===== src/rtl/pipe_pkg.sv =====
// Shared types and constants for the MEM/WB stage buffer and its skid buffer.
package pipe_pkg;

  localparam int unsigned CTRL_REGWRITE = 0;
  localparam int unsigned CTRL_MEMTOREG = 1;
  localparam int unsigned CTRL_BRTAKEN  = 2;

  localparam int unsigned DATA_W_DEF = 64;
  localparam int unsigned CTRL_W_DEF = 3;
  localparam int unsigned RD_W_DEF   = 5;

  typedef struct packed {
    logic [CTRL_W_DEF-1:0] ctrl;
    logic [RD_W_DEF-1:0]   rd;
    logic [DATA_W_DEF-1:0] rdata;
    logic [DATA_W_DEF-1:0] alu;
  } mem_wb_entry_t;

  // Encoding equals the number of held entries.
  typedef enum logic [1:0] {
    SB_EMPTY = 2'd0,
    SB_ONE   = 2'd1,
    SB_FULL  = 2'd2
  } sb_state_e;

endpackage


===== src/rtl/skid_buf.sv =====
// Generic 2-entry valid/ready skid buffer with a registered in_ready and synchronous flush.
module skid_buf
  import pipe_pkg::*;
#(
  parameter int unsigned WIDTH = 8
) (
  input  logic             clk,
  input  logic             rst_n,
  input  logic             flush,
  input  logic             in_valid,
  output logic             in_ready,
  input  logic [WIDTH-1:0] in_data,
  output logic             out_valid,
  input  logic             out_ready,
  output logic [WIDTH-1:0] out_data,
  output logic [1:0]       occupancy
);

  sb_state_e        state_q, state_d;
  logic [WIDTH-1:0] h_q, s_q;
  logic             in_ready_q, out_valid_q;
  logic             accept, consume;
  logic             load_h_in, load_h_s, load_s;

  assign accept    = in_valid & in_ready_q;
  assign consume   = out_valid_q & out_ready;
  assign in_ready  = in_ready_q;
  assign out_valid = out_valid_q;
  assign out_data  = h_q;
  assign occupancy = state_q;

  // State and storage registers.
  always_ff @(posedge clk or negedge rst_n) begin
    if (!rst_n) begin
      state_q     <= SB_EMPTY;
      h_q         <= '0;
      s_q         <= '0;
      in_ready_q  <= 1'b1;
      out_valid_q <= 1'b0;
    end else begin
      state_q     <= state_d;
      in_ready_q  <= (state_d != SB_FULL);
      out_valid_q <= (state_d != SB_EMPTY);
      if (load_h_in) h_q <= in_data;
      else if (load_h_s) h_q <= s_q;
      if (load_s) s_q <= in_data;
    end
  end

  // Next state and load enables; flush overrides everything and drops any accept.
  always_comb begin
    state_d   = state_q;
    load_h_in = 1'b0;
    load_h_s  = 1'b0;
    load_s    = 1'b0;
    if (flush) begin
      state_d = SB_EMPTY;
    end else begin
      case (state_q)
        SB_EMPTY: begin
          if (accept) begin
            state_d   = SB_ONE;
            load_h_in = 1'b1;
          end
        end
        SB_ONE: begin
          if (accept && consume) begin
            load_h_in = 1'b1;
          end else if (accept) begin
            state_d = SB_FULL;
            load_s  = 1'b1;
          end else if (consume) begin
            state_d = SB_EMPTY;
          end
        end
        SB_FULL: begin
          if (consume) begin
            state_d  = SB_ONE;
            load_h_s = 1'b1;
          end
        end
        default: state_d = SB_EMPTY;
      endcase
    end
  end

endmodule


===== src/rtl/mem_wb_stage_buf.sv =====
// MEM/WB pipeline stage with valid/ready skid buffering, flush, and a forwarding copy
// for the hazard unit.
module mem_wb_stage_buf
  import pipe_pkg::*;
#(
  parameter int unsigned DATA_W      = 64,
  parameter int unsigned CTRL_W      = 3,
  parameter int unsigned RD_W        = 5,
  parameter bit          FWD_NEGEDGE = 1'b1
) (
  input  logic              clk,
  input  logic              reset,
  input  logic              flush,
  input  logic              in_valid,
  output logic              in_ready,
  input  logic [CTRL_W-1:0] in_ctrl,
  input  logic [RD_W-1:0]   in_rd,
  input  logic [DATA_W-1:0] in_rdata,
  input  logic [DATA_W-1:0] in_alu,
  output logic              out_valid,
  input  logic              out_ready,
  output logic [CTRL_W-1:0] out_ctrl,
  output logic [RD_W-1:0]   out_rd,
  output logic [DATA_W-1:0] out_rdata,
  output logic [DATA_W-1:0] out_alu,
  output logic              fwd_valid,
  output logic [RD_W-1:0]   fwd_rd,
  output logic [DATA_W-1:0] fwd_alu,
  output logic [1:0]        occupancy
);

  localparam int unsigned PAY_W = CTRL_W + RD_W + 2 * DATA_W;

  logic [PAY_W-1:0] in_pay, out_pay;

  assign in_pay = {in_ctrl, in_rd, in_rdata, in_alu};
  assign {out_ctrl, out_rd, out_rdata, out_alu} = out_pay;

  skid_buf #(.WIDTH(PAY_W)) u_skid (
    .clk       (clk),
    .rst_n     (reset),
    .flush     (flush),
    .in_valid  (in_valid),
    .in_ready  (in_ready),
    .in_data   (in_pay),
    .out_valid (out_valid),
    .out_ready (out_ready),
    .out_data  (out_pay),
    .occupancy (occupancy)
  );

  if (FWD_NEGEDGE) begin : g_fwd_neg
    logic              fwd_valid_q;
    logic [RD_W-1:0]   fwd_rd_q;
    logic [DATA_W-1:0] fwd_alu_q;
    logic              accept;

    assign accept = in_valid & in_ready;

    // Half-cycle early copy of the entry being accepted at the coming posedge.
    always_ff @(negedge clk or negedge reset) begin
      if (!reset) begin
        fwd_valid_q <= 1'b0;
        fwd_rd_q    <= '0;
        fwd_alu_q   <= '0;
      end else begin
        fwd_valid_q <= accept & in_ctrl[CTRL_REGWRITE] & ~flush;
        fwd_rd_q    <= in_rd;
        fwd_alu_q   <= in_alu;
      end
    end

    assign fwd_valid = fwd_valid_q;
    assign fwd_rd    = fwd_rd_q;
    assign fwd_alu   = fwd_alu_q;
  end else begin : g_fwd_head
    assign fwd_valid = out_valid & out_ctrl[CTRL_REGWRITE];
    assign fwd_rd    = out_rd;
    assign fwd_alu   = out_alu;
  end

endmodule


===== config.mk =====
export PLATFORM = sky130hd
export DESIGN_NAME = mem_wb_stage_buf
export DESIGN_NICKNAME = d
export VERILOG_FILES = /design/src/rtl/pipe_pkg.sv /design/src/rtl/skid_buf.sv /design/src/rtl/mem_wb_stage_buf.sv
export SDC_FILE = /design/constraint.sdc
export NUM_CORES = 1
export LEC_CHECK = 0
export BUFFER_PORTS_ARGS = -buffer_cell sky130_fd_sc_hd__buf_4
export CORE_MARGIN = 4
export CORE_UTILIZATION = 40
export DETAILED_ROUTE_END_ITERATION = 7
export PLACE_DENSITY = 0.61
export SLEW_MARGIN = 10
export SYNTH_ARGS = -nofsm -noshare
export SYNTH_HDL_FRONTEND = slang
export SYNTH_HIERARCHICAL = 1
export SYNTH_SLANG_ARGS = --single-unit

===== constraint.sdc =====
create_clock -name clk -period 3.2 [get_ports clk]
set_input_delay 0 -clock clk [delete_from_list [all_inputs] [get_ports clk]]
set_output_delay 0 -clock clk [all_outputs]
set_load 0.05 [all_outputs]

* Word-level counts from Yosys, hierarchy flattened
Index checks and enable logic that the tools add are counted.
W data, S select, Z words.
** Storage, ports and cells
- Bits in read-only memories :: 0
- Logic and storage cells :: 39
- Input bits :: 141
- Memories :: 0
- Bits in writable memories :: 0
- Register bits :: 346
- Bits in latches :: 0
- Output and inout bits :: 210
** Cells by class
- $mul :: 0
- Shifts and indexed selects :: 0
- Bitwise logic cells :: 5
- Mux-type cells :: 19
- Equal/unequal tests :: 3
- Reduce and logical (&&, ||, !) cells :: 4
- $add $sub $neg :: 0
- Div/mod/pow operators :: 0
- Magnitude comparators :: 0
** Operators by type and width (number)
- $mux W136 :: 2
- $mux W2 :: 6
- $mux W1 :: 9
- $pmux W2 S3 :: 1
- $and A1 B1 Y1 :: 4
- $reduce_bool A2 Y1 :: 2
- $eq A2 B1 Y1 const B :: 1
- $eq A2 B2 Y1 const B :: 1
- $logic_not A2 Y1 :: 1
- $ne A2 B2 Y1 const B :: 1
- $pmux W1 S2 :: 1
- $logic_and A1 B1 Y1 :: 1
- $not A1 Y1 :: 1

* Depth between registers and ports, before layout
- Depth in word-level cells :: 7
- Depth in mapped cells :: 7
- Gate-level depth less buffers :: 3

* By module
The synthesis kept the hierarchy.
** By module, submodules not included
- skid_buf :: cells an instance 1094, times used 1, sequential area each 6907.9 um^2, area an instance 12353.1 um^2
- mem_wb_stage_buf :: cells an instance 71, times used 1, sequential area each 1751.7 um^2, area an instance 1761.7 um^2

==> qor.csv <==
metric,value,unit
run_status,finished with violations,
violations,hold timing,
reg2reg_from,u_skid/in_ready$_DFF_PN1_,
final_nets,1742,
max_cap_violations,0,
grt_pass1_vias,11536,
fillCellCount,2874,
synth_top_family_by_area,simple AND/OR/NAND/NOR gates,
start_kind,register,
rsz0062_at_grt,false,
synthToLayoutAreaGrowth,40.7,%
dr.pass1.iters,4,
finalSetupTns,0,ns
clk-insertion-delay-late,0.52,ns
synth_compound_area_share,11.2,%
antenna_found_initial,1,
cts_root_buffer,clkbuf_16,
cp_top_family,flip-flops,
r2r_slack,0.85,ns
die_h,196,um
p_leak,8.40,nW
io_pins,351,
skew,0.0134,ns
crit_arrival,2.73,ns
ys_seq_area_share,61.4,%
ctsHtreeMaxLevel,2,
finalWirelength,42.2,mm
required,3.20,ns
avgSynthCellArea,12.1,um^2
reg2reg_depth,1,
gp_congestion,0.746,
synthMuxAreaShare,10.9,%
slew_headroom,32.5,%
crit_slowest_cell,dfrtn_1,
drt_iter0_drc,734,
grt_pass1_wl,66.7,mm
p_total,16.6,mW
stdcell_count,2086,
hold_viol,1,
yosys.area_share.simple,12.7,%
max_slew.worst_pin.slew,1.01,ns
setup_violations,0,
synthAdderAreaFrac,0,%
grt.total_usage,21.1,%
hold_path_class,in -> async,
vdd_drop_max,0.000678,V
die_width,196,um
drcViolationCount,0,
cts.clk_slew.worst_paths,0.06,ns
setup_slack,0.468,ns
drive_gt1_share,32.9,%
place_area,17100,um^2
synth_xor_area_share,0.0621,%
pre_cts_slack,0.846,ns
layout_commonest_cell,buf_4,
hpwlAfterDp,24.5,mm
port_buffers,350,
clock_path_buffers,3,
synth.yosys.warnings,6,
synth_nets,1306,
powerDensity,837,nW/um^2
numCtsBuffers,38,
design_area,19900,um^2
place_inst,1875,
ctsResizeCount,0,
vias_per_cell,5.46,
cp_slowest_stage_delay,0.41,ns
worst_setup_path_end_kind,primary output,
start_util,40.7,%
die_area,38400,um^2
slew_viol_final,0,
row_count,68,
post-route-util,57.2,%
synth_cell_types,28,
coreArea,34700,um^2
holdWs,-0.000155,ns
worstReg2RegEnd,fwd_valid$_DFF_NN0_,
ant_nets,0,
ys_ff_latch,346,
clock-sinks,346,
cts_tree,done,
final_cell_mix,"buf_4 (365), dfrtp_1 (274), dlygate4sd3_1 (141)",
grt_overflow,0,
wire_per_inst,20.2,um
crit_fanout,1,
crit_buf_inv,1,
vias,11387,
timing.critical_path.cells,buf_4,
grt_max_degree,225,
path_class,reg -> out,
syn_area,14100,um^2
syn_inst,1165,
cells in the mapped netlist:
cell,instances,share of area (%)
a221oi_1,1,0.062
a21o_1,1,0.053
nand3b_1,136,7.2
dfstp_2,1,0.19
buf_6,5,0.40
buf_1,3,0.080
dfrtp_1,275,49
clkbuf_1,70,1.9
xnor2_1,1,0.062
a31oi_1,136,6.0
nand2_2,2,0.089
a21oi_1,1,0.035
a21bo_2,1,0.071
buf_2,42,1.5
o21ai_0,136,4.8
and4b_1,2,0.14
o32ai_1,1,0.062
nor3b_1,1,0.053
dfrtn_1,70,12
nand4bb_1,1,0.080
and2_1,1,0.044
mux2_1,40,3.2
mux2_2,96,7.7
and4bb_1,1,0.089
a21boi_2,1,0.080
nor3_1,136,4.8
nand4b_1,1,0.062
nand2_1,3,0.080
routing by layer:
layer  vias up  share of wire, %  track usage [%]
li1       5168                 -                -
met1      5775                44             30.0
met2       376                46             32.3
met3        68               7.7             5.65
met4         0               2.3             5.64
met5         -                 0                0
repair_timing:
action                    CTS  global route
setup buffers               0             0
hold endpoints to repair  364             0
hold buffers              141             0
logic make-up (layout without fill, tap and decap cells):
| family | count (synthesis) | count (layout) |
|---|---|---|
| buffers and inverters | 120 | 585 |
| muxes | 136 | 136 |
| other | 0 | 1 |
| DFF | 346 | 346 |
| xor gates and xnor gates | 1 | 1 |
| and+or+nand+nor | 284 | 284 |
| AOI/OAI and AO/OA | 278 | 278 |
cell type report:
| cell class | instances | area, um^2 | area share (%) |
|---|---|---|---|
| Sequential cell | 346 | 8660 | 43.6 |
| Multi-Input combinational cell | 699 | 4960 | 25.0 |
| Timing Repair Buffer | 516 | 4350 | 21.9 |
| Clock buffer | 57 | 1150 | 5.78 |
| Tap cell | 455 | 569 | 2.87 |
| Clock inverter | 12 | 166 | 0.838 |
| Antenna cell | 1 | 2.50 | 0.0126 |
flip-flops by register name, indices dropped and copies added (netlist names):
name	count
fwd_alu	64
fwd_rd	5
fwd_valid	1
u_skid/in_ready	1
u_skid/occupancy	2
u_skid/out_data	136
u_skid/out_valid	1
u_skid/s_q	136
power by group:
group,total [mW],switching [mW],leakage (nW),internal (mW)
clock network,4.57,1.76,0.644,2.81
logic,5.48,3.49,3.76,1.99
registers,6.56,0.737,4.00,5.83
total,16.6,5.99,8.40,10.6
how the worst max path moves through the flow:
stage	start	to	depth (start not counted)
after global placement	u_skid/in_ready$_DFF_PN1_	fwd_valid$_DFF_NN0_	1
after global routing	fwd_alu[57]$_DFF_NN0_	fwd_alu[57]	1
after CTS	fwd_alu[48]$_DFF_NN0_	fwd_alu[48]	1
final	fwd_alu[57]$_DFF_NN0_	fwd_alu[57]	1
after detailed placement	u_skid/in_ready$_DFF_PN1_	fwd_valid$_DFF_NN0_	1
after floorplan	u_skid/in_ready$_DFF_PN1_	fwd_valid$_DFF_NN0_	1
(Power assumes the default switching activity.)
